===== src/rtl/mem_access_stage.sv =====
// Pipeline MEM stage: issues loads/stores over a req/ack memory port and
// produces write-back data. Define MEM_TIMEOUT_EN to enable the bus-error timeout.
module mem_access_stage #(
  parameter int TIMEOUT_CYCLES = 255
) (
  input  logic        CLOCK,
  input  logic        RESET,
  input  logic [31:0] ALUResult_IN,
  input  logic [31:0] StoreData_IN,
  input  logic        MemRead_IN,
  input  logic        MemWrite_IN,
  input  logic [1:0]  MemSize_IN,
  input  logic        MemSigned_IN,
  input  logic [4:0]  WriteRegister_IN,
  input  logic        WriteEnable_IN,
  input  logic        STALL_IN,
  input  logic        FLUSH_IN,
  input  logic [31:0] MEM_RDATA,
  input  logic        MEM_ACK,
  output logic        MEM_REQ,
  output logic        MEM_WE,
  output logic [31:0] MEM_ADDR,
  output logic [31:0] MEM_WDATA,
  output logic [3:0]  MEM_BE,
  output logic [31:0] WriteData_OUT,
  output logic [4:0]  WriteRegister_OUT,
  output logic        WriteEnable_OUT,
  output logic        STALL_REQ_OUT,
  output logic        ALIGN_ERR_OUT,
  output logic        BUS_ERR_OUT
);

  typedef enum logic [1:0] {IDLE, BUSY, DONE} state_t;

  state_t      state_q, state_d;
  logic        mem_req_q, mem_req_d;
  logic        mem_we_q, mem_we_d;
  logic [31:0] mem_addr_q, mem_addr_d;
  logic [31:0] mem_wdata_q, mem_wdata_d;
  logic [3:0]  mem_be_q, mem_be_d;
  logic [31:0] load_data_q, load_data_d;
  logic        kill_q, kill_d;

  logic        is_byte, is_half, is_word;
  logic        is_mem, is_load, is_store;
  logic        misaligned, align_err, access;
  logic [3:0]  be_next;
  logic [31:0] wdata_next;
  logic [31:0] rdata_shifted;
  logic [31:0] load_ext;
  logic        stall_req;
  logic [31:0] write_data;
  logic        write_enable;

`ifdef MEM_TIMEOUT_EN
  localparam int CNT_W = (TIMEOUT_CYCLES > 1) ? $clog2(TIMEOUT_CYCLES) : 1;
  logic [CNT_W-1:0] cnt_q, cnt_d;
  logic             bus_err_q, bus_err_d;
`else
  logic unused_timeout_cfg;
  assign unused_timeout_cfg = (TIMEOUT_CYCLES > 0);
`endif

  // Size 2'b11 decodes as word; both read and write high decodes as a load.
  always_comb begin
    is_byte    = (MemSize_IN == 2'b00);
    is_half    = (MemSize_IN == 2'b01);
    is_word    = MemSize_IN[1];
    is_mem     = MemRead_IN | MemWrite_IN;
    is_load    = MemRead_IN;
    is_store   = MemWrite_IN & ~MemRead_IN;
    misaligned = (is_half & ALUResult_IN[0]) | (is_word & (ALUResult_IN[1:0] != 2'b00));
    align_err  = is_mem & misaligned;
    access     = is_mem & ~FLUSH_IN & ~misaligned;
  end

  always_comb begin
    be_next    = 4'b1111;
    wdata_next = StoreData_IN;
    if (is_byte) begin
      be_next    = 4'b0001 << ALUResult_IN[1:0];
      wdata_next = {4{StoreData_IN[7:0]}};
    end else if (is_half) begin
      be_next    = 4'b0011 << ALUResult_IN[1:0];
      wdata_next = {2{StoreData_IN[15:0]}};
    end
  end

  always_comb begin
    rdata_shifted = MEM_RDATA >> {ALUResult_IN[1:0], 3'b000};
    load_ext      = rdata_shifted;
    if (is_byte) begin
      load_ext = {{24{MemSigned_IN & rdata_shifted[7]}}, rdata_shifted[7:0]};
    end else if (is_half) begin
      load_ext = {{16{MemSigned_IN & rdata_shifted[15]}}, rdata_shifted[15:0]};
    end
  end

  always_comb begin
    state_d      = state_q;
    mem_req_d    = mem_req_q;
    mem_we_d     = mem_we_q;
    mem_addr_d   = mem_addr_q;
    mem_wdata_d  = mem_wdata_q;
    mem_be_d     = mem_be_q;
    load_data_d  = load_data_q;
    kill_d       = kill_q;
    stall_req    = 1'b0;
    write_data   = ALUResult_IN;
    write_enable = 1'b0;
`ifdef MEM_TIMEOUT_EN
    cnt_d        = cnt_q;
    bus_err_d    = 1'b0;
`endif
    case (state_q)
      IDLE: begin
        if (access) begin
          mem_req_d   = 1'b1;
          mem_we_d    = is_store;
          mem_addr_d  = {ALUResult_IN[31:2], 2'b00};
          mem_wdata_d = wdata_next;
          mem_be_d    = be_next;
          stall_req   = 1'b1;
          state_d     = BUSY;
`ifdef MEM_TIMEOUT_EN
          cnt_d       = '0;
`endif
        end else begin
          write_enable = WriteEnable_IN & ~FLUSH_IN & ~align_err;
        end
      end
      BUSY: begin
        stall_req = 1'b1;
        if (FLUSH_IN) begin
          kill_d = 1'b1;
        end
        // An ACK arriving in the timeout cycle still completes the access.
        if (MEM_ACK) begin
          mem_req_d   = 1'b0;
          mem_we_d    = 1'b0;
          load_data_d = load_ext;
          state_d     = DONE;
        end
`ifdef MEM_TIMEOUT_EN
        else if (cnt_q == CNT_W'(TIMEOUT_CYCLES - 1)) begin
          mem_req_d = 1'b0;
          mem_we_d  = 1'b0;
          bus_err_d = 1'b1;
          kill_d    = 1'b1;
          state_d   = DONE;
        end else begin
          cnt_d = cnt_q + CNT_W'(1);
        end
`endif
      end
      DONE: begin
        write_data   = is_load ? load_data_q : ALUResult_IN;
        write_enable = WriteEnable_IN & ~kill_q & ~FLUSH_IN;
        if (!STALL_IN) begin
          kill_d  = 1'b0;
          state_d = IDLE;
        end
      end
      default: state_d = IDLE;
    endcase
  end

  always_ff @(posedge CLOCK) begin
    if (RESET) begin
      state_q     <= IDLE;
      mem_req_q   <= 1'b0;
      mem_we_q    <= 1'b0;
      mem_addr_q  <= '0;
      mem_wdata_q <= '0;
      mem_be_q    <= '0;
      load_data_q <= '0;
      kill_q      <= 1'b0;
    end else begin
      state_q     <= state_d;
      mem_req_q   <= mem_req_d;
      mem_we_q    <= mem_we_d;
      mem_addr_q  <= mem_addr_d;
      mem_wdata_q <= mem_wdata_d;
      mem_be_q    <= mem_be_d;
      load_data_q <= load_data_d;
      kill_q      <= kill_d;
    end
  end

`ifdef MEM_TIMEOUT_EN
  always_ff @(posedge CLOCK) begin
    if (RESET) begin
      cnt_q     <= '0;
      bus_err_q <= 1'b0;
    end else begin
      cnt_q     <= cnt_d;
      bus_err_q <= bus_err_d;
    end
  end

  assign BUS_ERR_OUT = bus_err_q;
`else
  assign BUS_ERR_OUT = 1'b0;
`endif

  assign MEM_REQ           = mem_req_q;
  assign MEM_WE            = mem_we_q;
  assign MEM_ADDR          = mem_addr_q;
  assign MEM_WDATA         = mem_wdata_q;
  assign MEM_BE            = mem_be_q;
  assign WriteData_OUT     = write_data;
  assign WriteRegister_OUT = WriteRegister_IN;
  assign WriteEnable_OUT   = write_enable;
  assign STALL_REQ_OUT     = stall_req;
  assign ALIGN_ERR_OUT     = align_err;

endmodule


===== config.mk =====
export PLATFORM = sky130hd
export DESIGN_NAME = mem_access_stage
export DESIGN_NICKNAME = d
export VERILOG_FILES = /design/src/rtl/mem_access_stage.sv
export SDC_FILE = /design/constraint.sdc
export NUM_CORES = 1
export LEC_CHECK = 0
export BUFFER_PORTS_ARGS = -buffer_cell sky130_fd_sc_hd__clkbuf_2
export CAP_MARGIN = 5
export CORE_MARGIN = 2
export CORE_UTILIZATION = 35
export CTS_CLUSTER_SIZE = 25
export DETAILED_ROUTE_END_ITERATION = 10
export PLACE_DENSITY = 0.72
export SLEW_MARGIN = 25
export SYNTH_ARGS = -nofsm -noshare
export SYNTH_HDL_FRONTEND = slang
export SYNTH_SLANG_ARGS = --single-unit

===== constraint.sdc =====
create_clock -name CLOCK -period 3.3 [get_ports CLOCK]
set_input_delay 0.66 -clock CLOCK [delete_from_list [all_inputs] [get_ports CLOCK]]
set_output_delay 0.66 -clock CLOCK [all_outputs]
set_load 0.01 [all_outputs]

==> results_dict.tcl, run 1 <==
set metrics [dict create \
    synth.avg_cell_area_um2 8.690 \
    peakVddDrop_v 0.0002816 \
    period_minus_slack_ns 2.621 \
    io_pins 223 \
    grt_max_degree 55 \
    ys.flop_type "dfxtp_1" \
    dp_hpwl_um 11490 \
    synth_area_um2 5223 \
    syn_inst 601 \
    die_x_um 126.2 \
    clock_sinks 103 \
    drtIter0Drc 223 \
    die_h_um 126.2 \
    clock.fmax_ghz 0.3816 \
    worstMarginPinSlew_ns 0.8080 \
    layout_commonest_cell "clkbuf_2" \
    fin_crit_sh 0.7941 \
    cp-startpoint "state_q[0]" \
    synth_area_leader_cell "dfxtp_1" \
    cellPowerDensity_nw_per_um2 452.5 \
    critical_path_buf_inv_count 2 \
    synthTopCellsByArea "dfxtp_1, mux2_2, nand2_1" \
    numCtsBuffers 9 \
    cts_hold_buf 0 \
    r2r_slack_ns 1.41 \
    synth_top_area_frac 0.3948 \
    cpMaxStageDelayCell "dfxtp_1" \
    grt_usage 0.1907 \
    setup_viol 0 \
    cpPeakStageDelay_ns 0.47 \
    path_class "flop to output port" \
    gp_congestion 0.8748 \
    rows 44 \
    path_max_fanout 32 \
    clk_latency_ns 0.35 \
    final.setup.tns_ns 0 \
    cp-end-kind "output port" \
    cap_violations 0 \
    postCtsSetupBuffers 0 \
    worstPathArrival_ns 1.96 \
    wl_um 15460 \
    worstHoldPathCells 2 \
    min-delay-start "load_data_q[12]" \
    cts-root-buf "clkbuf_16" \
    leakage_nw 2.827 \
    synth-async-reset-ratio 0 \
    crit_chain "nor2b_1, nand2_1, buf_4, mux2_2, clkbuf_2" \
    status "finished, final reports clean" \
    drive_gt1_frac 0.3913 \
    final_cell_mix "clkbuf_2, nand2_1, dfxtp_1" \
    cp_top_family "buffers and inverters" \
    relSlewSlack 0.4608 \
    clk_pin_slew_ns 0.06 \
    dieArea_um2 15920 \
    yosys_warnings 0 \
    post_cts_resized 0 \
    initial_core_util 0.3593 \
    final_cell_area_um2 6554 \
    ys_seq_area_frac 0.3948 \
    worstRegToRegCells 5 \
    r2r_end "MEM_WE" \
    vias_per_cell 5.058 \
    post_dp_cell_area_um2 6261 \
    hold_violations 0 \
    antenna_found_initial 0 \
    finalMaxSlewViolations 0 \
    start_kind "flop" \
    core_area_um2 14530 \
    yosysUniqueCellTypes 44 \
    synth_edf_count 0 \
    worstPathRequired_ns 2.64 \
    hold_end "load_data_q[12]" \
    drc 0 \
    clockBufferDepth 2 \
    overflow 0 \
    cts_tree "done" \
    ys_ff_latch 103 \
    rr_startpoint "state_q[1]" \
    htree_levels 3 \
    grt_pass1_wl_um 24060 \
    syn2layout_area_growth_pct 25.49 \
    antenna_cells 0 \
    portBuffers 209 \
    wl_per_cell_um 16.01 \
    detail-route-antenna-nets 0 \
    grt_pass1_vias 4520 \
    min_path_type "flop to flop" \
    first_pass_iters 5 \
    vias 4886 \
    nNetsFinal 893 \
    finClkSkew_ns 0.006097 \
    rsz0062_at_grt "false" \
]
## through the flow
step	hold slack, ns	power, mW	util	setup slack, ns	cells
2_1_floorplan	0.4212	1.720	-	0.4152	603
3_3_place_gp	0.4415	1.916	0.4308	0.7590	950
3_5_place_dp	0.4460	1.924	0.4308	0.7287	950
4_1_cts	0.4555	3.003	0.4509	0.6695	966
5_1_grt	0.4705	3.102	0.4509	0.5724	966
6_report	0.4553	2.966	0.4509	0.6794	966
## power by group
part | total (mW) | internal (mW) | switching, mW
sequential | 1.35 | 1.31 | 0.0379
clock | 1.07 | 0.609 | 0.463
combinational | 0.546 | 0.232 | 0.315
total | 2.97 | 2.15 | 0.815
## worst reg2reg max path, stage by stage, from the launching register on
cell and delay [ns]:
dfxtp_1 0.37, nor3_2 0.26, and4_4 0.49, buf_4 0.37, nand4b_1 0.14, a31oi_1 0.18
## per-layer routing
metal / global-route usage / wire length [um] / part of all wire / vias to the layer above
met1: 0.2535 / 7019 / 0.45 / 2249
met2: 0.3071 / 7191 / 0.47 / 162
met3: 0.04036 / 883 / 0.057 / 21
met5: 0 / 0 / 0 / -
met4: 0.06658 / 366 / 0.024 / 0
li1: - / - / - / 2454
## flip-flops by register name, indices dropped and copies added (netlist names)
signal       count
MEM_WDATA       32
load_data_q     32
MEM_ADDR        30
MEM_BE           4
state_q          2
MEM_REQ          1
MEM_WE           1
kill_q           1
## synthesized netlist by cell type, types with 2 or more instances
cell type  number
a21oi_1        75
o211ai_1       15
a221oi_1        7
nand2b_1        2
dfxtp_1       103
buf_2          13
ha_1            4
a211oi_2       18
a211oi_1        7
nor3_2          2
inv_1           4
nand3b_1        3
buf_6           8
a311oi_1       12
buf_4          12
mux2_2         46
nand2_1       130
nor2b_1         2
nor2_1         46
mux2i_1        28
clkbuf_1       24
o21ai_0        18
## worst max-delay path by stage
stage / endpoint / slack, ns / cells after the start
after floorplan: STALL_REQ_OUT / 0.42 / 10
after global placement: ALIGN_ERR_OUT / 0.76 / 6
after detailed placement: MEM_WE / 0.73 / 8
after CTS: WriteData_OUT[1] / 0.67 / 5
after global routing: WriteData_OUT[1] / 0.57 / 5
final: WriteData_OUT[1] / 0.68 / 5
## cell type report
class	instances	area [um2]
Inverter	4	15.01
Fill cell	1437	7980
Multi-Input combinational cell	437	2795
Clock buffer	13	250.2
Sequential cell	103	2062
Timing Repair Buffer	222	1159
Tap cell	184	230.2
Clock inverter	3	42.54
## kinds of logic after synthesis
| group | count (synthesis) | share of synthesized area |
|---|---|---|
| flops | 103 | 0.3948 |
| other cells | 1 | 0.0007180 |
| mux | 75 | 0.1579 |
| simple gates | 194 | 0.1514 |
| fa+ha+maj | 4 | 0.009584 |
| compound gates | 161 | 0.2137 |
| buf+inv | 63 | 0.07187 |
No activity file was read; power rests on OpenSTA's default activity.
==> run 2: changes to the inputs <==
--- a/config.mk
+++ b/config.mk
@@ -5,13 +5,14 @@
 export SDC_FILE = /design/constraint.sdc
 export NUM_CORES = 1
 export LEC_CHECK = 0
+export ABC_AREA = 1
 export BUFFER_PORTS_ARGS = -buffer_cell sky130_fd_sc_hd__clkbuf_2
 export CAP_MARGIN = 5
 export CORE_MARGIN = 2
 export CORE_UTILIZATION = 35
 export CTS_CLUSTER_SIZE = 25
 export DETAILED_ROUTE_END_ITERATION = 10
-export PLACE_DENSITY = 0.72
+export PLACE_DENSITY = 0.71
 export SLEW_MARGIN = 25
 export SYNTH_ARGS = -nofsm -noshare
 export SYNTH_HDL_FRONTEND = slang
==> constraint.sdc (replaced) <==
create_clock -name CLOCK -period 2.6 [get_ports CLOCK]
set_input_delay 0.52 -clock CLOCK [delete_from_list [all_inputs] [get_ports CLOCK]]
set_output_delay 0.52 -clock CLOCK [all_outputs]
set_load 0.01 [all_outputs]
==> run 2 against run 1 <==
- global-route usage grew 1.2 points
- count of clock-buffer cells in the layout shrank 1
- sequential share of layout area shrank 1.6 points
- combinational power grew 40%
- first-iteration DRC count grew 96%
- non-clock buffer count grew 2
- power grew 30%
- critical endpoint is now WriteData_OUT[22]
- largest power group unchanged
- utilization shrank 0.077 points
- final cell count grew 27%
- worst hold slack lost 0.045 ns
==> results_dict.tcl, run 2 <==
set metrics [dict create \
    io_pins 223 \
    clk_latency_ns 0.35 \
    grt_max_degree 59 \
    synth_edf_count 0 \
    finalMaxSlewViolations 0 \
    core_area_um2 15310 \
    detail-route-antenna-nets 0 \
    synth-async-reset-ratio 0 \
    drc 0 \
    cts_tree "done" \
    grtUsageMet3 0.02911 \
    globalRouteMet2Util 0.3095 \
    wl_um 17180 \
    min_path_type "primary input to flop" \
    intPower_mw 2.739 \
    grt_pass1_wl_um 26720 \
    antenna_found_initial 2 \
    path_class "flop to output port" \
    overflow 0 \
    syn2layout_area_growth_pct 24.46 \
    yosys_warnings 0 \
    syn_inst 841 \
    htree_levels 3 \
    use_met1 0.2903 \
    worstPathRequired_ns 2.08 \
    start_kind "flop" \
    whs_ns 0.4107 \
    peakVddDrop_v 0.0003020 \
    final.setup.tns_ns 0 \
    swShare 0.2896 \
    pwr-share-comb 0.198 \
    path_max_fanout 34 \
    cp-end-kind "output port" \
    vias 5778 \
    rows 45 \
    fin_crit_sh 0.9086 \
    ys_ff_latch 103 \
    grt_pass1_vias 5102 \
    status "finished, final reports clean" \
    worstPathArrival_ns 1.84 \
    nFillCells 1647 \
    dieArea_um2 16850 \
    synthTopCellsByArea "dfxtp_1, nand2_1, nor2_1" \
    ys_seq_area_frac 0.3723 \
    final_cell_mix "nand2_1, clkbuf_2, nor2_1" \
    synthTopCellsByCount "nand2_1, nor2_1, dfxtp_1" \
    wl_per_cell_um 13.96 \
    die_x_um 129.8 \
    die_h_um 129.8 \
    ys.flop_type "dfxtp_1" \
    post_cts_resized 0 \
    finClkSkew_ns 0.006410 \
    synth.most_common_cell "nand2_1" \
    clock.fmax_ghz 0.4233 \
    drtIter0Drc 436 \
    initial_core_util 0.3617 \
    cts_hold_buf 0 \
    clkPwrFrac 0.354 \
    vias_per_cell 4.694 \
    postCtsSetupBuffers 0 \
    clk_pin_slew_ns 0.07 \
    ff_latch_area_um2 2062 \
    portBuffers 209 \
    busiest_layer "met2" \
    switchingPower_mw 1.117 \
    cts-root-buf "clkbuf_16" \
    worstMarginPinSlew_ns 0.5671 \
    yosysUniqueCellTypes 30 \
    p_total_mw 3.856 \
    numCtsBuffers 9 \
    synth_area_um2 5539 \
    synth_area_leader_cell "dfxtp_1" \
    cellPowerDensity_nw_per_um2 559.3 \
    relSlewSlack 0.6215 \
    synth.avg_cell_area_um2 6.586 \
    clock_sinks 103 \
    multi_input_area_um2 2788 \
    nNetsFinal 1130 \
    clockBufferDepth 2 \
    first_pass_iters 5 \
    setup_viol 0 \
    gp_congestion 0.9123 \
    drive_gt1_frac 0.2711 \
    layout_commonest_cell "nand2_1" \
    dp_hpwl_um 12790 \
    hold_violations 0 \
    grt_usage 0.2030 \
    power_frac_seq 0.448 \
    synth_top_area_frac 0.3723 \
    cap_violations 0 \
    rsz0062_at_grt "false" \
    period_minus_slack_ns 2.362 \
    leakage_nw 3.645 \
]
run 2: critical path, cell delays in order, from the launching register on:
cell and delay (ns):
dfxtp_1 0.34, inv_1 0.08, nand2_1 0.10, inv_1 0.09, nand2_4 0.22, buf_4 0.32
nand2_1 0.08, o21ai_0 0.09, clkbuf_2 0.16
run 2: power by group through the flow:
stage / Combinational, mW / Sequential, mW / Clock (mW)
after detailed placement: 0.762 / 1.76 / 0
after floorplan: 0.437 / 1.80 / 0
after global routing: 0.858 / 1.74 / 1.45
after global placement: 0.758 / 1.76 / 0
final: 0.762 / 1.73 / 1.37
after CTS: 0.765 / 1.73 / 1.40
run 2: cells by family after synthesis:
logic type / after synthesis / share of synthesized area
fa+ha+maj: 4 / 0.009036
flops: 103 / 0.3723
other cells: 1 / 0.0006770
mux: 7 / 0.01423
compound gates: 148 / 0.1382
simple gates: 435 / 0.3384
buf+inv: 143 / 0.1272
run 2: area by class of cell:
type | instances | share of cell area
Clock inverter | 3 | 0.006352
Timing Repair Buffer | 224 | 0.1717
Antenna cell | 2 | 0.0007260
Multi-Input combinational cell | 597 | 0.4044
Tap cell | 211 | 0.03829
Inverter | 79 | 0.04374
Clock buffer | 12 | 0.03575
Sequential cell | 103 | 0.2991
run 2: path summary, 6_finish.rpt:
path	end	cells past startpoint	startpoint	slack, ns
worst max register to register	load_data_q[22]	8	state_q[0]	1.11
worst min register to register	MEM_WDATA[23]	2	MEM_WDATA[23]	0.46
worst min-delay path	MEM_ADDR[10]	3	ALUResult_IN[10]	0.41
worst max-delay path	WriteData_OUT[22]	8	state_q[0]	0.24
run 2: metal layers:
metal  vias up  wire [um]
met5         -          0
met3        22       1006
li1       2990          -
met1      2579       8226
met4         0        367
met2       187       7579
run 2: metrics by stage:
stage	util	setup WS, ns	std cells	area, um2
6_report	0.4502	0.2377	1231	6894
5_1_grt	0.4502	0.06913	1231	6894
4_1_cts	0.4495	0.09771	1229	6884
3_5_place_dp	0.4306	0.4146	1214	6594
3_3_place_gp	0.4306	0.4633	1214	6594
2_1_floorplan	-	0.2442	843	5547
